`config.mk`:
```
export PLATFORM = sky130hd
export DESIGN_NAME = lu_loop_ctrl_l7
export DESIGN_NICKNAME = d
export VERILOG_FILES = /design/src/rtl/l7_loop_pkg.sv /design/src/rtl/lu_loop_ctrl_l7_wrap_count.sv /design/src/rtl/lu_loop_ctrl_l7.sv
export SDC_FILE = /design/constraint.sdc
export NUM_CORES = 1
export LEC_CHECK = 0
export BUFFER_PORTS_ARGS = -buffer_cell sky130_fd_sc_hd__buf_2
export CAP_MARGIN = 0
export CORE_AREA = 2 2 39 41
export CTS_BUF_LIST = sky130_fd_sc_hd__clkbuf_4
export DETAILED_ROUTE_END_ITERATION = 16
export DIE_AREA = 0 0 41 43
export PLACE_DENSITY = 0.82
export SLEW_MARGIN = 20
export SYNTH_ARGS = -nofsm -noshare
export SYNTH_HDL_FRONTEND = slang
export SYNTH_SLANG_ARGS = --single-unit
```
`constraint.sdc`:
```
create_clock -name clk -period 1.65 [get_ports clk]
set_clock_uncertainty 0.1 [all_clocks]
set_input_delay 0.33 -clock clk [delete_from_list [all_inputs] [get_ports clk]]
set_output_delay 0.33 -clock clk [all_outputs]
set_load 0.01 [all_outputs]
```
`src/rtl/l7_loop_pkg.sv`:
```
// Shared layer-7 loop dimensions and controller state encoding.
// The J counter and the address generator import the same definitions.
package l7_loop_pkg;

   localparam int unsigned L_MAX = 15;
   localparam int unsigned L_W   = 4;
   localparam int unsigned U_MAX = 4;
   localparam int unsigned U_W   = 3;

   typedef enum logic [1:0] {
      IDLE = 2'd0,
      RUN  = 2'd1,
      DONE = 2'd2
   } state_t;

endpackage

```
`src/rtl/lu_loop_ctrl_l7_wrap_count.sv`:
```
// Wrapping index counter: counts 0..MAX on en, synchronous clear, wrap strobe at MAX.
module wrap_count #(
   parameter int unsigned MAX = 15,
   parameter int unsigned W   = 4
) (
   input  logic         clk,
   input  logic         rst,
   input  logic         en,
   input  logic         clr,
   output logic [W-1:0] q,
   output logic         wrap
);

   localparam logic [W-1:0] C_MAX = W'(MAX);

   if (MAX >= (64'd1 << W)) begin : g_bad_width
      $error("wrap_count: MAX does not fit in W bits");
   end

   logic [W-1:0] r_q;
   logic         w_at_max;

   assign w_at_max = (r_q == C_MAX);

   always_ff @(posedge clk or posedge rst) begin
      if (rst) begin
         r_q <= '0;
      end else if (clr) begin
         r_q <= '0;
      end else if (en) begin
         r_q <= w_at_max ? '0 : r_q + 1'b1;
      end
   end

   assign q    = r_q;
   assign wrap = en && w_at_max;

endmodule

```
`src/rtl/lu_loop_ctrl_l7.sv`:
```
// Layer-7 L/u loop controller: steps L every active cycle, u on each L wrap,
// and closes the frame when the J counter reports its last step on an L wrap.
module lu_loop_ctrl_l7
   import l7_loop_pkg::*;
#(
   parameter int unsigned L_MAX = l7_loop_pkg::L_MAX,
   parameter int unsigned L_W   = l7_loop_pkg::L_W,
   parameter int unsigned U_MAX = l7_loop_pkg::U_MAX,
   parameter int unsigned U_W   = l7_loop_pkg::U_W
) (
   input  logic           clk,
   input  logic           rst,
   input  logic           start,
   input  logic           stall,
   input  logic           j_zero,
   input  logic           temp_zero,
   output logic [L_W-1:0] l,
   output logic [U_W-1:0] u,
   output logic           L_zero,
   output logic           u_zero,
   output logic           busy,
   output logic           done
);

   state_t r_state;
   logic   r_busy;
   logic   r_done;
   logic   w_adv;
   logic   w_l_zero;
   logic   w_u_zero;

   // temp_zero both blocks the step and clears the counters on the same edge
   assign w_adv = (r_state == RUN) && !stall && !temp_zero;

   wrap_count #(
      .MAX (L_MAX),
      .W   (L_W)
   ) u_l_cnt (
      .clk  (clk),
      .rst  (rst),
      .en   (w_adv),
      .clr  (temp_zero),
      .q    (l),
      .wrap (w_l_zero)
   );

   wrap_count #(
      .MAX (U_MAX),
      .W   (U_W)
   ) u_u_cnt (
      .clk  (clk),
      .rst  (rst),
      .en   (w_l_zero),
      .clr  (temp_zero),
      .q    (u),
      .wrap (w_u_zero)
   );

   always_ff @(posedge clk or posedge rst) begin
      if (rst) begin
         r_state <= IDLE;
         r_busy  <= 1'b0;
         r_done  <= 1'b0;
      end else begin
         case (r_state)
            IDLE: begin
               r_done <= 1'b0;
               if (start && !temp_zero) begin
                  r_state <= RUN;
                  r_busy  <= 1'b1;
               end
            end
            RUN: begin
               if (temp_zero) begin
                  r_state <= IDLE;
                  r_busy  <= 1'b0;
               end else if (j_zero && w_l_zero) begin
                  r_state <= DONE;
                  r_busy  <= 1'b0;
                  r_done  <= 1'b1;
               end
            end
            DONE: begin
               r_state <= IDLE;
               r_busy  <= 1'b0;
               r_done  <= 1'b0;
            end
            default: begin
               r_state <= IDLE;
               r_busy  <= 1'b0;
               r_done  <= 1'b0;
            end
         endcase
      end
   end

   // j_zero is only meaningful on an L wrap unless it is a flush
   a_jzero_on_lwrap: assert property (@(posedge clk) disable iff (rst)
      (r_state == RUN && j_zero && !temp_zero) |-> w_l_zero);

   assign L_zero = w_l_zero;
   assign u_zero = w_u_zero;
   assign busy   = r_busy;
   assign done   = r_done;

endmodule

```
==> impl_metrics.tcl, run 1 <==
set metrics [dict create \
    vias_per_cell 5.60 \
    required_ps 1220 \
    start_kind "flip-flop" \
    fmax_mhz 579 \
    cts_tree "built" \
    fin_util_pct 64.3 \
    dieArea_mm2 0.00176 \
    vias 605 \
    slew_violations 0 \
    cts_sinks 11 \
    synthCells 61 \
    synth_nets 70 \
    cp.arrival_ps 1300 \
    ir_drop_mv 0.398 \
    min_period_ps 1730 \
    crit_type "flip-flop to output pin" \
    synth_area_um2 631 \
    h-tree-depth 1 \
    cp_max_fo 4 \
    yosysSeqAreaShare_pct 43.7 \
    grt_setup_unrepaired "true" \
    failed_checks "setup timing" \
    r2r_end "u_u_cnt.q[2]" \
    drtIter0Drc 20 \
    root_buffer "clkbuf_4" \
    core_area_mm2 0.00138 \
    antenna_found_initial 0 \
    clk_pin_slew_ps 70 \
    drv_cap 0 \
    synth_area_leaders "dfrtp_1 (44%), ha_1 (6.0%), nand4bb_4 (4.4%)" \
    holdPathEnd "r_state[0]" \
    r2r_start "u_l_cnt.q[0]" \
    boundaryPins 17 \
    die_w_um 41 \
    leakage_nw 0.426 \
    fin_crit_sh_pct 105 \
    port_buffers 16 \
    grt_overflow 0 \
    dp_cells 97 \
    drive_above_1_share_pct 48.9 \
    grt_pass1_vias 555 \
    outcome "complete, but fails checks" \
    fin_nets 102 \
    final_area_um2 890 \
    hp-class "input pin to flip-flop" \
    setup_ws_ps -77.7 \
    wirelength_mm 1.50 \
    clk_latency_ps 270 \
    grt_max_degree 14 \
    final_common_cell "buf_2" \
    startpoint "u_l_cnt.q[0]" \
    ys_types 25 \
    clock_path_buffers 2 \
    avgSynthCellArea_um2 10.3 \
    setup_viol 2 \
    relSlewSlack_pct 70.9 \
    postRouteAntennaNets 0 \
    grt_use_total_pct 19.0 \
    tightest_slew_ps 436 \
    hp-start "start" \
    end_kind "output pin" \
    num_rows 14 \
    drc 0 \
    diodes 0 \
    hold_viol 0 \
    dr.pass1.iters 4 \
    ys_warn_count 0 \
    hold_depth 3 \
    start_util_pct 45.6 \
    area.growth.synth_to_final_pct 41.1 \
    wl_per_cell_um 13.9 \
    dpl_cell_area_um2 773 \
    post-place-ws_ps 123 \
    yosysTopAreaCellShare_pct 43.7 \
    cts_made_buffers 3 \
    yosysTopAreaCell "dfrtp_1" \
    power.density_mw_per_mm2 618 \
    die_h_um 43 \
    grt_pass1_wl_mm 2.28 \
    gp_congestion 0.799 \
    layout_common_cells "buf_2 (16), buf_4 (12), dfrtp_1 (10)" \
    hpwl_um 980 \
    rr_worst_depth 7 \
    reg2reg_slack_ps 50 \
    finalNonFillerCells 108 \
    ys_ff_latch 11 \
]
[layer usage]
layer	wire length, µm	global-route usage, %	up-vias
met3	47	4.71	5
met1	644	24.3	298
met5	0	0	-
li1	-	-	285
met2	782	30.0	17
met4	21	6.00	0
[state kept, by name (all words and copies together) (netlist names)]
register   flops
r_state        2
done           1
u_l_cnt.q      4
busy           1
u_u_cnt.q      3
[cell families (layout without fill, tap and decap cells)]
| family | count (synthesis) | count (layout) | share of synthesized area, % |
|---|---|---|---|
| multiplexers | 2 | 2 | 3.17 |
| buffers and inverters | 7 | 38 | 4.36 |
| adder cells (fa/ha/maj) | 3 | 3 | 5.95 |
| XOR/XNOR | 1 | 1 | 1.39 |
| flip-flops | 11 | 11 | 43.7 |
| AND/OR/NAND/NOR | 25 | 25 | 30.4 |
| AO/OA/AOI/OAI | 12 | 12 | 11.1 |
[cell type report]
type | count | area, µm²
repair buffers | 29 | 180
flip-flops and latches | 11 | 277
well taps | 16 | 20.0
fillers | 121 | 494
inverters | 5 | 18.8
clock buffers | 4 | 30.0
multi-input cells | 43 | 364
[worst max path at each step]
stage | endpoint | slack (ps)
floorplan | u_zero | 40
global placement | u_zero | 120
detailed placement | u_zero | 120
CTS | u_zero | -40
global route | u_zero | -180
finish | u_zero | -80
[worst max-delay path, stage by stage, from the launching register on]
cell     delay (ps)
dfrtp_1         360
ha_2            230
nand2_4          80
nor4_2          200
buf_2           170
[through the flow]
| step | power, mW | hold WS [ps] | TNS (ps) |
|---|---|---|---|
| global route | 0.571 | 237 | -312 |
| finish | 0.550 | 221 | -123 |
| global placement | 0.344 | 241 | 0 |
| detailed placement | 0.346 | 252 | 0 |
| floorplan | 0.320 | 82.4 | 0 |
| CTS | 0.551 | 225 | -54.1 |
[cells in the mapped netlist]
master and count:
and4bb_2 2, nor4b_1 1, nand4_1 2, o31ai_1 1, nor4_1 2, ha_1 3
a21oi_1 5, nand4bb_4 1, buf_2 1, xnor2_1 1, nor3_1 2, a31oi_1 1
inv_1 5, nand2_1 4, a22oi_1 1, dfrtp_1 11, nor3b_2 1, nor2_1 6
nand4b_1 2, nor4_4 1, clkbuf_1 1, mux2i_1 2, o21ai_0 3, and2_1 1
a31o_1 1
[power by group]
part / leakage (nW) / switching (mW) / internal, mW
sequential: 0.147 / 0.00488 / 0.277
clock: 0.0184 / 0.0952 / 0.110
combinational: 0.260 / 0.0355 / 0.0271
total: 0.426 / 0.136 / 0.414
[repair_timing]
item | CTS | global route
pin swaps | 1 | 2
hold buffers | 1 | 0
endpoints found under the hold margin | 11 | 0
setup endpoints to repair | 2 | 2
gates resized for setup | 7 | 2
buffers inserted | 5 | 1
(Power assumes the default switching activity.)
==> inputs of run 2 (changes only) <==
--- a/config.mk
+++ b/config.mk
@@ -7,11 +7,13 @@
 export LEC_CHECK = 0
 export BUFFER_PORTS_ARGS = -buffer_cell sky130_fd_sc_hd__buf_2
 export CAP_MARGIN = 0
-export CORE_AREA = 2 2 39 41
+export CELL_PAD_IN_SITES_DETAIL_PLACEMENT = 1
+export CELL_PAD_IN_SITES_GLOBAL_PLACEMENT = 2
+export CORE_MARGIN = 2
+export CORE_UTILIZATION = 32
 export CTS_BUF_LIST = sky130_fd_sc_hd__clkbuf_4
 export DETAILED_ROUTE_END_ITERATION = 16
-export DIE_AREA = 0 0 41 43
-export PLACE_DENSITY = 0.82
+export PLACE_DENSITY = 0.88
 export SLEW_MARGIN = 20
 export SYNTH_ARGS = -nofsm -noshare
 export SYNTH_HDL_FRONTEND = slang
==> run 2 against run 1 <==
- the run still ends with setup timing left
- cell count is 7.4% higher
- combinational power is essentially flat
- flip-flop and latch count stayed put
- design area is 3.5% lower
- sequential share of layout area up 1.1 points
- sequential power is essentially flat
- global-route usage shrank 3.8 points
- first-iteration DRC count shrank 90%
- wire length grew 10%
- setup slack worse by 10 ps
- power is 0.41% lower
==> impl_metrics.tcl, run 2 (same netlist as run 1, synthesis figures left out) <==
set metrics [dict create \
    drc 0 \
    num_rows 16 \
    grt_max_degree 12 \
    dp_cells 109 \
    ir_drop_mv 0.370 \
    cts_made_buffers 3 \
    area.growth.synth_to_final_pct 36.1 \
    crit_path_top_delay_cell "dfrtp_1" \
    cts_sinks 11 \
    postRouteAntennaNets 0 \
    cp_cell_sequence "ha_1 -> nand2_2 -> nor4_2 -> buf_2" \
    die_h_um 48.4 \
    relSlewSlack_pct 70.7 \
    largest_register_ffs 4 \
    fin_nets 99 \
    cp.arrival_ps 1310 \
    clk_pin_slew_ps 70 \
    vias 579 \
    boundaryPins 17 \
    hold_viol 0 \
    hold_depth 2 \
    whs_ps 184 \
    diodes 0 \
    setup_viol 2 \
    cp_top_family "flip-flops" \
    dr.pass1.iters 4 \
    crit_buf_inv 1 \
    setup_ws_ps -88.1 \
    failed_checks "setup timing" \
    hp-class "input pin to flip-flop" \
    slowest_delay_ps 370 \
    end_kind "output pin" \
    final_area_um2 858 \
    fill_cells 233 \
    cts_tree "built" \
    cp_num_cells 4 \
    fin_crit_sh_pct 105 \
    antenna_found_initial 0 \
    crit_type "flip-flop to output pin" \
    fmax_mhz 575 \
    drtIter0Drc 2 \
    clk_latency_ps 260 \
    hpwl_mm 1.28 \
    power_uw 548 \
    port_buffers 16 \
    dpl_cell_area_um2 795 \
    startpoint "u_l_cnt.q[1]" \
    core_area_mm2 0.00190 \
    grt_pass1_wl_mm 2.77 \
    leakage_nw 0.399 \
    grt_use_total_pct 15.2 \
    r2r_start "u_l_cnt.q[0]" \
    start_util_pct 33.2 \
    dieArea_mm2 0.00234 \
    die_w_um 48.4 \
    power.density_mw_per_mm2 638 \
    hp-start "temp_zero" \
    finalNonFillerCells 116 \
    h-tree-depth 1 \
    grt_overflow 0 \
    slew_violations 0 \
    grt_setup_unrepaired "true" \
    layout_common_cells "buf_2 (16), dfrtp_1 (10), buf_4 (9)" \
    fin_util_pct 45.1 \
    wl_per_cell_um 14.2 \
    cp_max_fo 4 \
    wirelength_mm 1.65 \
    final_common_cell "buf_2" \
    drive_above_1_share_pct 44.9 \
    root_buffer "clkbuf_4" \
    gp_congestion 0.766 \
    tns_ps -97.7 \
    holdPathEnd "u_u_cnt.q[2]" \
    tightest_slew_ps 439 \
    clock_path_buffers 2 \
    r2r_end "u_l_cnt.q[2]" \
    post-place-ws_ps 70.7 \
    drv_cap 0 \
    rr_worst_depth 5 \
    reg2reg_slack_ps 190 \
    outcome "complete, but fails checks" \
    vias_per_cell 4.99 \
    start_kind "flip-flop" \
    grt_pass1_vias 581 \
    min_period_ps 1740 \
    required_ps 1220 \
]
==> run 2: worst register-to-register path: cells and delay by family, from the launching register on <==
family,cells,cell delay [ps]
XOR/XNOR,1,170
buffers and inverters,1,150
flip-flops,1,400
adder cells (fa/ha/maj),1,230
AND/OR/NAND/NOR,2,300
==> run 2: timing repair <==
action                                  CTS  global route
resized for setup                         5             0
hold endpoints to repair                 11             0
hold buffers                              1             0
endpoints found under the setup margin    2             2
setup buffers                             2             0
pin swaps                                 0             0
==> run 2: power by group <==
group | total [mW] | internal (mW) | switching (mW)
Sequential | 0.282 | 0.277 | 0.00537
Clock | 0.203 | 0.110 | 0.0930
Combinational | 0.0625 | 0.0278 | 0.0347
Total | 0.548 | 0.415 | 0.133
==> run 2: worst max-delay path by stage <==
stage | slack, ps | endpoint
after global routing | -160 | u_zero
after global placement | 100 | u_zero
after detailed placement | 70 | u_zero
final | -90 | u_zero
after CTS | -110 | u_zero
after floorplan | 40 | u_zero
==> run 2: area by class of cell <==
type | instances | area (µm²) | area share (%)
clock buffer | 4 | 30.0 | 3.50
inverter | 5 | 18.8 | 2.19
multi-input combinational | 43 | 342 | 39.8
sequential | 11 | 277 | 32.2
tap | 27 | 33.8 | 3.94
timing repair buffer | 26 | 158 | 18.4
==> run 2: routing by layer <==
layer  global-route usage [%]  up-vias  part of all wire [%]
li1                         -      281                     -
met1                     18.8      286                    43
met2                     27.3       12                    54
met3                     2.47        0                   3.6
met4                     4.29        0                     0
met5                        0        -                     0
